<file path="src/rtl/bit_serial_eq_ctrl_pkg.sv">
// bit_serial_eq_ctrl_pkg: state encodings and default width for the bit-serial equality controller
package bit_serial_eq_ctrl_pkg;
  localparam int DEFAULT_WIDTH = 8;
  localparam logic [1:0] IDLE  = 2'd0;
  localparam logic [1:0] SHIFT = 2'd1;
  localparam logic [1:0] DONE  = 2'd2;
endpackage

</file>
<file path="src/rtl/bit_serial_eq_ctrl_xnor_bit_cell.sv">
// xnor_bit_cell: the single shared 1-bit equality cell
module xnor_bit_cell (
  output logic s,
  input  logic a,
  input  logic b
);
  assign s = ~(a ^ b);
endmodule

</file>
<file path="src/rtl/bit_serial_eq_ctrl.sv">
// bit_serial_eq_ctrl: compares two words LSB-first through one XNOR cell, reporting equality and first mismatch index
module bit_serial_eq_ctrl
  import bit_serial_eq_ctrl_pkg::*;
#(
  parameter int WIDTH      = DEFAULT_WIDTH,
  parameter int IDXW       = $clog2(WIDTH),
  parameter bit EARLY_EXIT = 1'b0
) (
  input  logic             clk,
  input  logic             reset,
  input  logic             in_valid,
  output logic             in_ready,
  input  logic [WIDTH-1:0] a,
  input  logic [WIDTH-1:0] b,
  output logic             out_valid,
  input  logic             out_ready,
  output logic             eq,
  output logic [IDXW-1:0]  mismatch_idx,
  output logic             busy
);
  localparam logic [IDXW-1:0] CNT_LAST = IDXW'(WIDTH - 1);
  logic [1:0] state_q, state_d;
  logic [WIDTH-1:0] sa_q, sa_d, sb_q, sb_d;
  logic [IDXW-1:0] cnt_q, cnt_d, idx_q, idx_d;
  logic acc_q, acc_d, seen_q, seen_d, out_valid_q, out_valid_d, eq_q, eq_d;
  logic x, last;
  xnor_bit_cell u_cell (.s(x), .a(sa_q[0]), .b(sb_q[0]));
  assign last = (cnt_q == CNT_LAST) || (EARLY_EXIT && !x);
  always_comb begin
    state_d     = state_q;
    sa_d        = sa_q;
    sb_d        = sb_q;
    cnt_d       = cnt_q;
    idx_d       = idx_q;
    acc_d       = acc_q;
    seen_d      = seen_q;
    out_valid_d = out_valid_q;
    eq_d        = eq_q;
    case (state_q)
      IDLE: if (in_valid) begin
        state_d = SHIFT;
        sa_d    = a;
        sb_d    = b;
        cnt_d   = '0;
        idx_d   = '0;
        acc_d   = 1'b1;
        seen_d  = 1'b0;
        eq_d    = 1'b0;
      end
      SHIFT: begin
        acc_d  = acc_q & x;
        idx_d  = (!x && !seen_q) ? cnt_q : idx_q;
        seen_d = seen_q | !x;
        sa_d   = sa_q >> 1;
        sb_d   = sb_q >> 1;
        // hold cnt on the final bit so it never wraps inside a job
        cnt_d  = last ? cnt_q : cnt_q + IDXW'(1);
        if (last) begin
          state_d     = DONE;
          out_valid_d = 1'b1;
          eq_d        = acc_q & x;
        end
      end
      DONE: if (out_ready) begin
        state_d     = IDLE;
        out_valid_d = 1'b0;
      end
      default: state_d = IDLE;
    endcase
  end
  always_ff @(posedge clk) begin
    if (reset) begin
      state_q     <= IDLE;
      sa_q        <= '0;
      sb_q        <= '0;
      cnt_q       <= '0;
      idx_q       <= '0;
      acc_q       <= 1'b1;
      seen_q      <= 1'b0;
      out_valid_q <= 1'b0;
      eq_q        <= 1'b0;
    end else begin
      state_q     <= state_d;
      sa_q        <= sa_d;
      sb_q        <= sb_d;
      cnt_q       <= cnt_d;
      idx_q       <= idx_d;
      acc_q       <= acc_d;
      seen_q      <= seen_d;
      out_valid_q <= out_valid_d;
      eq_q        <= eq_d;
    end
  end
  assign in_ready     = state_q == IDLE;
  assign busy         = state_q == SHIFT;
  assign out_valid    = out_valid_q;
  assign eq           = eq_q;
  assign mismatch_idx = eq_q ? '0 : idx_q;
endmodule
</file>
<file path="config.mk">
export PLATFORM = sky130hd
export DESIGN_NAME = bit_serial_eq_ctrl
export DESIGN_NICKNAME = d
export VERILOG_FILES = /design/src/rtl/bit_serial_eq_ctrl_pkg.sv /design/src/rtl/bit_serial_eq_ctrl_xnor_bit_cell.sv /design/src/rtl/bit_serial_eq_ctrl.sv
export SDC_FILE = /design/constraint.sdc
export NUM_CORES = 1
export LEC_CHECK = 0
export CORE_MARGIN = 3
export CORE_UTILIZATION = 54
export CTS_CLUSTER_SIZE = 30
export DETAILED_ROUTE_END_ITERATION = 8
export PLACE_DENSITY = 0.83
export SYNTH_ARGS = -nofsm -noshare
export SYNTH_HDL_FRONTEND = slang
export SYNTH_SLANG_ARGS = --single-unit
</file>
<file path="constraint.sdc">
create_clock -name clk -period 2.3 [get_ports clk]
set_input_delay 0.46 -clock clk [delete_from_list [all_inputs] [get_ports clk]]
set_output_delay 0.46 -clock clk [all_outputs]
set_load 0.005 [all_outputs]
</file>
* Word level (Yosys, flattened, before mapping)
Index checks and enable logic that the tools add are counted.
** Operators by class
- Reductions and logical operators :: 11
- Add/sub/neg operators :: 1
- Equality and inequality tests :: 8
- Bitwise operators :: 4
- Muxes and demuxes :: 23
** Operators with widths (number)
- 8-bit one-hot mux with 2 select lines :: 2
- 8-bit two-way mux :: 2
- 3-bit AND reduction :: 5
- 3-bit two-way mux :: 4
- 3-bit one-hot mux with 2 select lines :: 2
- 1-bit one-hot mux with 2 select lines :: 4
- 2-bit two-way mux :: 3
- 2-bit != test, second input constant :: 3
- 2-bit one-hot mux with 3 select lines :: 1
- 1-bit two-way mux :: 5
- 2-bit by 1-bit != test with 1-bit output, second input constant :: 2
- 2-bit nonzero test :: 2
- 3-bit by 1-bit adder with 3-bit output, second input constant :: 1
- 3-bit == test, second input constant :: 1
- 2-bit by 1-bit == test with 1-bit output, second input constant :: 1
- 2-bit == test, second input constant :: 1
- 2-bit logical NOT :: 1
- 2-bit AND reduction :: 1
- 1-bit AND :: 1
- 1-bit logical AND :: 1
- 1-bit logical NOT :: 1
- 1-bit inverter :: 1
- 1-bit OR :: 1
- 1-bit XOR :: 1
** Word-level totals
- Input port bits :: 20
- Output and inout port bits :: 7
- Register bits :: 28
- Word-level logic and storage cells :: 56

* Logic depth before layout (Yosys ltp)
Gate-level depths: netlist of the first run.
- Depth in word-level cells :: 5
- Mapped depth :: 6
- Depth with buffers taken out :: 5

* By module
From an unflattened synthesis of the first run, not the netlist that was laid out.
** Second synthesis, totals
- Cells, all modules :: 161
- Area, all modules :: 1312.5 µm²
** By module, submodules not included
- bit_serial_eq_ctrl :: instances 1, cells each 160, sequential area each 560.5 µm², area each 1303.8 µm²
- xnor_bit_cell :: instances 1, cells each 1, sequential area each 0.0 µm², area each 8.8 µm²

* Worst setup path after synthesis of the first run
Ideal clock, no wire load.
- Path kind :: register to register
- Start :: reg cnt_q[0]
- End :: reg cnt_q[0]
- Setup time :: 71 ps
- Cell stages (with the launch flop) :: 6
- Buffers on the path :: 0
- Setup slack :: 1053 ps
- Clock period less this slack :: 1247 ps
- Data required time :: 2229 ps
- Data arrival time :: 1175 ps
- Cells stage by stage :: dfxtp_1 ha_1 ha_1 nor4b_1 a31oi_1 a21oi_1
** On the way
- Longest elaborated chain between the ends :: 3
- Elaborated cells between the ends (all ways) :: 6
- Those cells by class :: add/sub: 1; eq/ne: 2; mux: 2; reduce/logical: 1
** RTL lines
- start, declared :: RTL line bit_serial_eq_ctrl.sv:24 : logic [IDXW-1:0] cnt_q, cnt_d, idx_q, idx_d;
- start signal, assigned :: RTL line bit_serial_eq_ctrl.sv:86 : cnt_q <= cnt_d;
- 3-bit by 1-bit adder with 3-bit output / 3-bit == test (equally long branches) :: RTL line bit_serial_eq_ctrl.sv:57, bit_serial_eq_ctrl.sv:28
- 3-bit two-way mux / 2-bit != test (equally long branches)
- 3-bit one-hot mux with 2 select lines / 3-bit AND reduction (equally long branches)
Parallel ways exist; a longest one is shown, timed or not. The select of a mux whose other input is x is not followed.
A chain may end at the register's enable or synchronous reset.

* Worst setup path in the final report of the first run
- Start :: reg state_q[1]
- End :: out busy
** On the way
- Longest elaborated chain between the ends :: 1
** RTL lines
- start, declared :: RTL line bit_serial_eq_ctrl.sv:22 : logic [1:0] state_q, state_d;
- start signal, assigned :: RTL line bit_serial_eq_ctrl.sv:83 : state_q <= state_d;
- 2-bit by 1-bit == test with 1-bit output :: RTL line bit_serial_eq_ctrl.sv:95 : assign busy = state_q == SHIFT;
- end, declared :: RTL line bit_serial_eq_ctrl.sv:19 : output logic busy
Every way passes these cells.

==> results of run 1 <==
==> cell type report <==
type,instances,area (sq um)
Timing Repair Buffer,29,283
Sequential cell,28,562
Multi-Input combinational cell,104,748
Fill cell,191,647
Inverter,2,7.51
Clock buffer,4,36.3
Tap cell,28,35.0
==> metrics by stage <==
stage / utilization, % / cell area [sq um] / setup slack [ps] / hold WS, ps
final: 72.1 / 1670 / 201 / 487
after global placement: 70.5 / 1630 / 487 / 445
after floorplan: - / 1390 / 1050 / 432
after global routing: 72.1 / 1670 / 97.8 / 510
after detailed placement: 70.5 / 1630 / 417 / 453
after CTS: 72.0 / 1670 / 78.2 / 486
==> power by group <==
group | internal, W | leakage (nW) | switching [W]
clock | 0.0000970 | 0.0210 | 0.000145
combinational | 0.0000939 | 0.371 | 0.0000932
sequential | 0.000517 | 0.231 | 0.0000192
total | 0.000708 | 0.623 | 0.000258
==> synth_stat cells <==
cell type	count
dfxtp_1	28
nor2_1	19
a211oi_2	14
mux2i_1	14
a21oi_1	7
nand2_1	7
nor2b_1	7
nand3_1	6
nand2b_1	4
a31o_1	3
a31oi_1	3
buf_2	3
buf_6	3
ha_1	3
nor4_1	3
buf_4	2
o21ai_1	2
a32o_1	1
and3_1	1
buf_1	1
clkbuf_1	1
inv_1	1
inv_2	1
nand3b_1	1
nor3_1	1
nor3b_1	1
nor4b_1	1
o21a_1	1
o21ai_0	1
o21ba_1	1
o21bai_1	1
or3_1	1
xnor2_1	1
==> flip-flops by register name, summed over array words and instances, names as in the netlist <==
| name | flops |
|---|---|
| eq | 1 |
| cnt_q | 3 |
| idx_q | 3 |
| sb_q | 8 |
| out_valid | 1 |
| state_q | 2 |
| acc_q | 1 |
| sa_q | 8 |
| seen_q | 1 |
==> critical path, cell delays in order, from the launching register on <==
cell	delay (ps)
dfxtp_2	410
nand2b_1	240
inv_1	140
clkdlybuf4s50_1	510
==> routing by layer <==
metal | vias to the layer above | part of all wire, % | track usage (%) | routed length, microns
met5 | - | 0 | 0 | 0
met4 | 0 | 1.6 | 8.14 | 43
met3 | 4 | 4.6 | 3.22 | 123
met2 | 25 | 44 | 26.9 | 1190
met1 | 498 | 50 | 23.5 | 1340
li1 | 566 | - | - | -
==> how the worst max path moves through the flow <==
stage	depth (start not counted)	to	slack [ps]	start
after floorplan	5	cnt_q[0]	1050	cnt_q[0]
after global placement	3	eq	490	reset
after detailed placement	3	eq	420	reset
after CTS	3	busy	80	state_q[1]
after global routing	3	busy	100	state_q[1]
final	3	busy	200	state_q[1]
==> cell families after synthesis <==
| group | count (synthesis) | synth area share (%) |
|---|---|---|
| and+or+nand+nor | 52 | 18.5 |
| buffers and inverters | 12 | 5.68 |
| DFF | 28 | 40.4 |
| AOI/OAI and AO/OA | 34 | 22.0 |
| muxes | 14 | 10.1 |
| adders and majority gates | 3 | 2.71 |
| xor gates and xnor gates | 1 | 0.631 |
==> repair_timing <==
action,in CTS,in global routing
gates resized for setup,0,1
setup endpoints to repair,0,1
hold buffers,0,0
==> qor.yml, run 1 <==
status: "completed"
worst-path-max-fanout: 13
clkTransAtPathRegs_ps: 150
hold_violations: 0
ant_nets: 0
crit_path_end_kind: "output port"
initial_core_util_pct: 59.8
gp_congestion: 0.742
min_from: "acc_q"
final_cell_mix: "dfxtp_1 (27), clkdlybuf4s50_1 (26), nor2_1 (19)"
relSlewSlack_pct: 68.4
fmax_ghz: 0.477
num_io_pins: 27
grt_pass1_vias: 1020
path_class: "flop to output port"
core-area_sq_um: 2320
p_total_w: 0.000966
avgRoutedWirePerCell_microns: 13.8
p_per_area_nw_per_um2: 578
final_min_period_over_clock_period_pct: 91.2
wl_microns: 2700
ys_seq_elements: 28
tns_ps: 0
drc: 0
critPathRequiredTime_ps: 1840
cts_buffers: 3
drv_slew: 0
clk_path_buf_depth: 2
dr.pass1.iters: 4
post-cts-setup-buffer-count: 0
grt_usage_pct: 17.5
syn_area_sq_um: 1390
dpl.hpwl_microns: 1910
root_buffer: "clkbuf_4"
maxCapViolCount: 0
fp.dieH_microns: 56.7
antenna_found_initial: 0
postSynthNetCount: 167
drive_gt1_share_pct: 13.8
reg2reg_slack_ps: 700
rows: 17
die_area_sq_um: 3210
synth-warning-count: 0
critPathArrivalTime_ps: 1640
r2r-end: "sa_q[1]"
final_common_cell: "dfxtp_1"
finalNonFillerCells: 195
skew_ps: 2.79
p_leak_nw: 0.623
synth_cell_types: 33
synth_seq_area_share_pct: 40.4
min_to: "acc_q"
avgSynthCellArea_sq_um: 9.64
overflow: 0
finalCriticalPeriod_ps: 2100
synth_area_leaders: "dfxtp_1 (40%), a211oi_2 (13%), mux2i_1 (10%)"
vias: 1093
io_buffers: 26
tightest_slew_ps: 473
ctsHtreeMaxLevel: 1
rr_worst_depth: 5
area_growth_pct: 20.5
diodes: 0
clk-insertion-delay-late_ps: 330
viasPerCell: 5.61
clkSinkCount: 28
dp.cells: 191
synth_top_cell_by_area: "dfxtp_1"
netlist_instances: 144
hold_class: "flop to flop"
rr_startpoint: "state_q[0]"
grt_pass1_wl_microns: 4520
grt_max_degree: 29
ir_drop_mv: 0.408
drt_iter0_drc: 29
setup_violations: 0
yosysTopAreaCellShare_pct: 40.4
rsz0062_at_grt: "no"
die_w_microns: 56.7
cp-start-kind: "flop"
nets: 191
hold_depth: 2
cts_tree: "done"
No activity file was read; power rests on OpenSTA's default activity.
==> inputs of run 2 (changes only) <==
--- a/config.mk
+++ b/config.mk
@@ -5,6 +5,7 @@
 export SDC_FILE = /design/constraint.sdc
 export NUM_CORES = 1
 export LEC_CHECK = 0
+export CAP_MARGIN = 20
 export CORE_MARGIN = 3
 export CORE_UTILIZATION = 54
 export CTS_CLUSTER_SIZE = 30
==> results of run 2 <==
Same layout as run 1: the final DEF is identical, and so are final timing and power.
==> inputs of run 3 (changes only) <==
--- a/config.mk
+++ b/config.mk
@@ -5,6 +5,7 @@
 export SDC_FILE = /design/constraint.sdc
 export NUM_CORES = 1
 export LEC_CHECK = 0
+export ABC_CLOCK_PERIOD_IN_PS = 2300
 export CAP_MARGIN = 20
 export CORE_MARGIN = 3
 export CORE_UTILIZATION = 54
==> results of run 3 <==
Same layout as run 1: the final DEF is identical, and so are final timing and power.
